File: config.mk
export PLATFORM = sky130hd
export DESIGN_NAME = bit_serializer
export DESIGN_NICKNAME = d
export VERILOG_FILES = /design/src/rtl/bit_serializer_pkg.sv /design/src/rtl/bit_serializer_bit_counter.sv /design/src/rtl/bit_serializer.sv
export SDC_FILE = /design/constraint.sdc
export NUM_CORES = 1
export LEC_CHECK = 0
export ABC_CLOCK_PERIOD_IN_PS = 3700
export CAP_MARGIN = 20
export CORE_UTILIZATION = 40
export CTS_BUF_LIST = sky130_fd_sc_hd__clkbuf_2
export DETAILED_ROUTE_END_ITERATION = 16
export HOLD_SLACK_MARGIN = 0.15
export PLACE_DENSITY = 0.63
export SYNTH_ARGS = -nofsm -noshare
export SYNTH_HDL_FRONTEND = slang
export SYNTH_SLANG_ARGS = --single-unit
File: constraint.sdc
create_clock -name clock -period 3.7 [get_ports clock]
set_input_delay 0.74 -clock clock [delete_from_list [all_inputs] [get_ports clock]]
set_output_delay 0.74 -clock clock [all_outputs]
set_load 0.01 [all_outputs]
File: src/rtl/bit_serializer_pkg.sv
// Shared definitions for bit_serializer: state encoding, default word width
// and the even-parity helper used when BIT_SERIALIZER_PARITY_EN is defined.
package bit_serializer_pkg;

  localparam int DEFAULT_WIDTH = 8;

  typedef enum logic [1:0] {
    IDLE   = 2'd0,
    SHIFT  = 2'd1,
    PARITY = 2'd2
  } state_e;

  function automatic logic even_parity(input logic [31:0] data);
    return ^data;
  endfunction

endpackage

File: src/rtl/bit_serializer_bit_counter.sv
// bit_counter: loadable up-counter that tracks the bit position within a word
// and flags the terminal count at WIDTH-1.
module bit_counter
  import bit_serializer_pkg::*;
#(
  parameter int WIDTH = DEFAULT_WIDTH,
  localparam int CW = $clog2(WIDTH + 1)
) (
  input  logic          clock,
  input  logic          reset,
  input  logic          load,
  input  logic [CW-1:0] load_value,
  input  logic          inc,
  output logic [CW-1:0] count,
  output logic          tc
);

  // Count register: load has priority over increment.
  always_ff @(posedge clock) begin
    if (!reset) begin
      count <= '0;
    end else if (load) begin
      count <= load_value;
    end else if (inc) begin
      count <= count + CW'(1);
    end else begin
      count <= count;
    end
  end

  assign tc = (count == CW'(WIDTH - 1));

endmodule

File: src/rtl/bit_serializer.sv
// bit_serializer: parallel-to-serial converter with registered x/x_valid/done.
// Define BIT_SERIALIZER_PARITY_EN to append an even-parity bit to every word.
module bit_serializer
  import bit_serializer_pkg::*;
#(
  parameter int WIDTH     = DEFAULT_WIDTH,
  parameter bit MSB_FIRST = 1'b1
) (
  input  logic             clock,
  input  logic             reset,
  input  logic [WIDTH-1:0] in_data,
  input  logic             in_valid,
  output logic             in_ready,
  output logic             x,
  output logic             x_valid,
  output logic             done
);

  localparam int CW = $clog2(WIDTH + 1);
`ifdef BIT_SERIALIZER_PARITY_EN
  localparam bit DATA_DONE = 1'b0;
`else
  localparam bit DATA_DONE = 1'b1;
`endif

  state_e           state_r;
  logic [WIDTH-1:0] shreg_r;
  logic [WIDTH-1:0] shifted_s;
  logic             x_r;
  logic             x_valid_r;
  logic             done_r;
  logic [CW-1:0]    cnt_s;
  logic             tc_s;
  logic             load_s;
  logic             inc_s;
  logic             next_is_last_s;
`ifdef BIT_SERIALIZER_PARITY_EN
  logic             parity_r;
`endif

  function automatic logic pick(input logic [WIDTH-1:0] v);
    return MSB_FIRST ? v[WIDTH-1] : v[0];
  endfunction

  bit_counter #(.WIDTH(WIDTH)) u_bit_counter (
    .clock      (clock),
    .reset      (reset),
    .load       (load_s),
    .load_value ('0),
    .inc        (inc_s),
    .count      (cnt_s),
    .tc         (tc_s)
  );

  // Counter control and the shift-register view of the next bit.
  always_comb begin
    load_s         = 1'b0;
    inc_s          = 1'b0;
    shifted_s      = MSB_FIRST ? (shreg_r << 1'b1) : (shreg_r >> 1'b1);
    next_is_last_s = (cnt_s == CW'(WIDTH - 2));
    if (state_r == IDLE) begin
      load_s = in_valid;
    end else if (state_r == SHIFT) begin
      inc_s = !tc_s;
    end else begin
      inc_s = 1'b0;
    end
  end

  // FSM with outputs registered one step ahead of the bit they describe.
  always_ff @(posedge clock) begin
    if (!reset) begin
      state_r   <= IDLE;
      shreg_r   <= '0;
      x_r       <= 1'b0;
      x_valid_r <= 1'b0;
      done_r    <= 1'b0;
`ifdef BIT_SERIALIZER_PARITY_EN
      parity_r  <= 1'b0;
`endif
    end else begin
      case (state_r)
        IDLE: begin
          if (in_valid) begin
            state_r   <= SHIFT;
            shreg_r   <= in_data;
            x_r       <= pick(in_data);
            x_valid_r <= 1'b1;
            done_r    <= DATA_DONE && (WIDTH == 1);
`ifdef BIT_SERIALIZER_PARITY_EN
            parity_r  <= even_parity(32'(in_data));
`endif
          end else begin
            x_r       <= 1'b0;
            x_valid_r <= 1'b0;
            done_r    <= 1'b0;
          end
        end
        SHIFT: begin
          if (tc_s) begin
`ifdef BIT_SERIALIZER_PARITY_EN
            state_r   <= PARITY;
            x_r       <= parity_r;
            x_valid_r <= 1'b1;
            done_r    <= 1'b1;
`else
            state_r   <= IDLE;
            x_r       <= 1'b0;
            x_valid_r <= 1'b0;
            done_r    <= 1'b0;
`endif
          end else begin
            shreg_r   <= shifted_s;
            x_r       <= pick(shifted_s);
            x_valid_r <= 1'b1;
            done_r    <= DATA_DONE && next_is_last_s;
          end
        end
        default: begin
          // Covers the parity cycle and any illegal encoding.
          state_r   <= IDLE;
          x_r       <= 1'b0;
          x_valid_r <= 1'b0;
          done_r    <= 1'b0;
        end
      endcase
    end
  end

  assign in_ready = (state_r == IDLE);
  assign x        = x_r;
  assign x_valid  = x_valid_r;
  assign done     = done_r;

endmodule
==> flow_summary.yaml, run 1 <==
pwr:
  cell_internal_pwr_uw: 229
  vdd_ir_drop_max_v: 0.000214
  pwr_density_cell_nw_per_um2: 348
  power_uw: 308
  p_leak_nw: 0.374
  pwr-share-comb: 0.160
  switching_share: 0.256
  power.switching_uw: 78.7
  seqPwrFrac: 0.582
  power.share.clock: 0.258
route:
  routed_wl_um: 1200
  drt_first_pass_iters: 4
  drtIter0Drc: 10
  ant_nets: 0
  drc: 0
  wl_per_cell_um: 10.6
  via_count: 556
  vias_per_cell: 4.92
logic_synthesis:
  synth_edf_count: 0
  synth_common_cells: "nand2_1 (17), dfxtp_1 (15), mux2_2 (6), mux2i_1 (6)"
  ys_types: 24
  syn_nets: 88
  synth.area.top_cells: "dfxtp_1 (42%), mux2_2 (9.4%), nand2_1 (8.9%)"
  synth_top_area_share: 0.417
  postSynthAreaPerCell_um2: 9.59
  synth_top_cell_by_area: "dfxtp_1"
  yosysMostFrequentCell: "nand2_1"
  ys_warn_count: 0
  synthCells: 75
  seq_area_frac_synth: 0.417
  synthArstFlopShare: 0
  synth_ff_type: "dfxtp_1"
  ys_ff_latch: 15
  syn_area_um2: 719
sta:
  clock_skew_ns: 0.00281
  fin_tns_setup_ns: 0
  min_period_ns: 2.34
  hold_violations: 0
  setup_violations: 0
  post-route-period-util: 0.633
  rsz0062_at_grt: "no"
  max_freq_mhz: 427
  relSlewSlack: 0.572
  tightestPinTransition_ns: 0.640
  drv_slew: 0
global_route:
  grt_pass1_vias: 498
  grt_overflow_total: 0
  grt.total_usage: 0.146
  grt_pass1_wl_um: 2040
  grt_max_degree: 21
  antenna_found_initial: 0
worst_setup_path:
  ff2ff_setup_slack_ns: 2.16
  critical_path_class: "reg2out"
  end_kind: "primary output"
  cp-start-kind: "register"
  arrival_ns: 1.60
  required_ns: 2.96
  critPathMaxFanout: 16
place:
  hpwlAfterDp_um: 828
  io_buffer_count: 14
  gp_congestion: 0.702
min_path:
  hp-class: "reg2reg"
final_layout:
  diodes: 0
  final_nets: 103
  drive_above_1_share: 0.169
  regArea_um2: 300
  fillCellCount: 154
  final_util: 0.554
  syn2layout_area_growth_pct: 22.8
  multi_input_area_um2: 382
floorplan:
  die_y_um: 44.4
  die_area_um2: 1970
  initial_core_util: 0.451
  die_x_um: 44.4
  pin_count: 15
  rows: 14
  coreArea_um2: 1590
cts:
  cts_setup_buffers: 0
  clock_latency_ns: 0.28
  clockBufferDepth: 2
  cts_resized: 0
  cts_root_buf: "clkbuf_2"
  cts_inserted_buffers: 3
  cts_tree: "yes"
  ctsHoldBuffers: 0
  clock-sinks: 15
  clk_pin_slew_ns: 0.13
  h-tree-depth: 1
run:
  maxCapViolCount: 0
status:
  status: "complete, no violations"
-- power by group through the flow --
| stage | registers [mW] | clock network [mW] | logic, mW |
|---|---|---|---|
| floorplan | 0.179 | 0 | 0.0356 |
| global placement | 0.183 | 0 | 0.0489 |
| detailed placement | 0.183 | 0 | 0.0494 |
| CTS | 0.179 | 0.0845 | 0.0499 |
| global route | 0.181 | 0.0899 | 0.0546 |
| finish | 0.179 | 0.0794 | 0.0493 |
-- worst paths after layout --
path | from | to | cells past startpoint
hold / removal | shreg_r[4] | shreg_r[4] | 2
hold reg to reg | shreg_r[4] | shreg_r[4] | 2
setup reg to reg | state_r[0] | shreg_r[6] | 2
setup / recovery | state_r[0] | in_ready | 2
-- registers in the layout (all words and copies together), names as in the netlist --
signal,cells
x_valid,1
done,1
state_r,1
u_bit_counter.count,4
shreg_r,7
x,1
-- worst max-delay path, cell delays in order, from the launching register on --
cell             delay, ns
dfxtp_1               0.74
inv_1                 0.08
clkdlybuf4s50_1       0.49
-- through the flow --
step | hold WS (ns) | std cells | area (um2) | worst slack, ns
final | 0.465 | 113 | 883 | 1.36
after global routing | 0.501 | 113 | 883 | 1.25
after CTS | 0.472 | 113 | 883 | 1.32
after detailed placement | 0.453 | 109 | 863 | 1.55
after global placement | 0.445 | 109 | 863 | 1.58
after floorplan | 0.435 | 75 | 719 | 2.31
-- logic make-up after synthesis --
| group | count (synthesis) | share of synthesized area |
|---|---|---|
| and+or+nand+nor | 31 | 0.224 |
| DFF | 15 | 0.417 |
| muxes | 13 | 0.209 |
| AOI/OAI and AO/OA | 7 | 0.0626 |
| buffers and inverters | 7 | 0.0522 |
| adders and majority gates | 2 | 0.0348 |
-- final cells by class --
| type | instances | share of cell area |
|---|---|---|
| clock buffers | 4 | 0.0227 |
| well taps | 24 | 0.0340 |
| repair buffers | 14 | 0.159 |
| multi-input cells | 53 | 0.432 |
| inverters | 3 | 0.0127 |
| flip-flops and latches | 15 | 0.340 |
-- layout by cell type, fill, tap and decap left out, drive strengths merged --
master,Yosys,routed
nand2,17,17
dfxtp,15,15
clkdlybuf4s50,0,14
mux2i,7,7
mux2,6,6
clkbuf,2,4
inv,3,3
nor2,3,3
a21oi,3,3
nand3,2,2
o22ai,2,2
nand4,2,2
ha,2,2
nand3b,1,1
and2,1,1
nand2b,1,1
or3,1,1
o21ai,1,1
and4,1,1
nor3,1,1
nand4b,1,1
a211oi,1,1
-- metal layers --
metal  wire, um  vias up  share of wire  GRT usage
met5          0        -              0          0
met4         10        0         0.0083     0.0545
met3         84        2          0.070     0.0612
met2        553       23           0.46      0.238
met1        555      247           0.46      0.170
li1           -      284              -          -
No activity file was read; power rests on OpenSTA's default activity.
==> run 2: changes to the inputs <==
ABC_CLOCK_PERIOD_IN_PS = 2110   (was 3700)
PLACE_DENSITY = 0.66   (was 0.63)
clock period = 2.11 ns   (was 3.7 ns; I/O delays follow)
==> flow_summary.yaml, run 2 (same netlist as run 1, synthesis figures left out) <==
status:
  status: "complete, no violations"
worst_setup_path:
  cp-start-kind: "register"
  crit_chain: "inv_1, clkdlybuf4s50_1"
  end_kind: "primary output"
  ff2ff_path_depth: 4
  r2r_end: "shreg_r[5]"
  r2r-start: "u_bit_counter.count[1]"
  critPathMaxFanout: 2
  ff2ff_setup_slack_ns: 0.66
  cpMaxStageDelayCell: "clkdlybuf4s50_1"
  arrival_ns: 1.19
  critPathMaxStageDelay_ns: 0.53
  crit_family: "buffers and inverters"
  critical_path_class: "reg2out"
  critPathBufInv: 2
  required_ns: 1.69
final_layout:
  design_area_um2: 898
  reg_top3: "shreg_r: 7 flops, u_bit_counter.count: 4 flops"
  largest_register: "shreg_r"
  largest_reg_flops: 7
  final_nets: 105
  mostFrequentLayoutCell: "nand2_1"
  syn2layout_area_growth_pct: 24.9
  drive_above_1_share: 0.187
  diodes: 0
  final_cell_mix: "nand2_1 (17), dfxtp_1 (15), clkdlybuf4s50_1 (14)"
sta:
  min_period_ns: 1.62
  clock_skew_ns: 0.0140
  drv_slew: 0
  fin_tns_setup_ns: 0
  rsz0062_at_grt: "no"
  tightestPinTransition_ns: 0.381
  max_freq_mhz: 619
  post-route-period-util: 0.766
  setup_violations: 0
  hold_violations: 0
  relSlewSlack: 0.741
route:
  wl_per_cell_um: 10.4
  ant_nets: 0
  routed_wl_um: 1200
  drt_first_pass_iters: 4
  via_count: 540
  vias_per_cell: 4.70
  drc: 0
  drtIter0Drc: 2
place:
  gp_congestion: 0.748
  io_buffer_count: 14
  place_area_um2: 878
  hpwlAfterDp_um: 877
cts:
  clock_latency_ns: 0.28
  clk_pin_slew_ns: 0.14
  cts_inserted_buffers: 3
  cts_tree: "yes"
  clockBufferDepth: 2
  clock-sinks: 15
  ctsHoldBuffers: 0
  h-tree-depth: 1
  cts_root_buf: "clkbuf_2"
  cts_setup_buffers: 0
  cts_resized: 0
min_path:
  min_from: "shreg_r[2]"
  holdPathEnd: "shreg_r[2]"
  holdPathStages: 2
  hp-class: "reg2reg"
floorplan:
  die_x_um: 44.4
  die_area_um2: 1970
  die_y_um: 44.4
  initial_core_util: 0.451
  coreArea_um2: 1590
  pin_count: 15
  rows: 14
global_route:
  grt_max_degree: 16
  antenna_found_initial: 0
  grt.total_usage: 0.145
  grt_pass1_vias: 479
  grt_pass1_wl_um: 1960
  grt_overflow_total: 0
run:
  maxCapViolCount: 0
pwr:
  p_leak_nw: 0.384
  pwr_density_cell_nw_per_um2: 601
  vdd_ir_drop_max_v: 0.000310
run 2: worst reg2reg max path, cell delays in order (launching register included):
cell	delay [ns]
dfxtp_1	0.41
ha_1	0.27
nand3b_4	0.13
mux2i_4	0.34
mux2i_1	0.23
run 2: report_power, final:
part	internal (mW)	total (mW)	leakage, nW	switching, mW
logic	0.0545	0.0963	0.244	0.0417
registers	0.300	0.308	0.123	0.00806
clock network	0.0429	0.136	0.0164	0.0932
run 2: stage by stage:
step	util	setup slack (ns)	instances	hold slack [ns]	total power, mW
final	0.564	0.494	115	0.466	0.540
after global routing	0.564	0.411	115	0.487	0.568
after CTS	0.564	0.467	115	0.471	0.549
after detailed placement	0.551	0.523	111	0.452	0.411
after global placement	0.551	0.561	111	0.445	0.410
after floorplan	-	0.858	75	0.435	0.376
run 2: worst max path at each step:
stage / startpoint / endpoint / slack (ns) / depth (start not counted)
2_1_floorplan: u_bit_counter.count[1] / shreg_r[1] / 0.86 / 4
3_3_place_gp: reset / shreg_r[1] / 0.56 / 4
3_5_place_dp: reset / shreg_r[1] / 0.52 / 4
4_1_cts: state_r[0] / in_ready / 0.47 / 2
5_1_grt: state_r[0] / in_ready / 0.41 / 2
6_report: state_r[0] / in_ready / 0.49 / 2
run 2: area by class of cell:
type | instances | area (um2)
fill | 156 | 696
multi-input combinational | 53 | 382
sequential | 15 | 300
timing repair buffer | 16 | 155
tap | 24 | 30.0
clock buffer | 3 | 15.0
inverter | 3 | 11.3
clock inverter | 1 | 5.00
run 2: per-layer routing:
layer  global-route usage  vias to the layer above  share of wire
met5                    0                        -              0
li1                     -                      292              -
met2                0.215                       12           0.43
met4                0.109                        0          0.014
met3               0.0286                        2          0.037
met1                0.186                      234           0.52
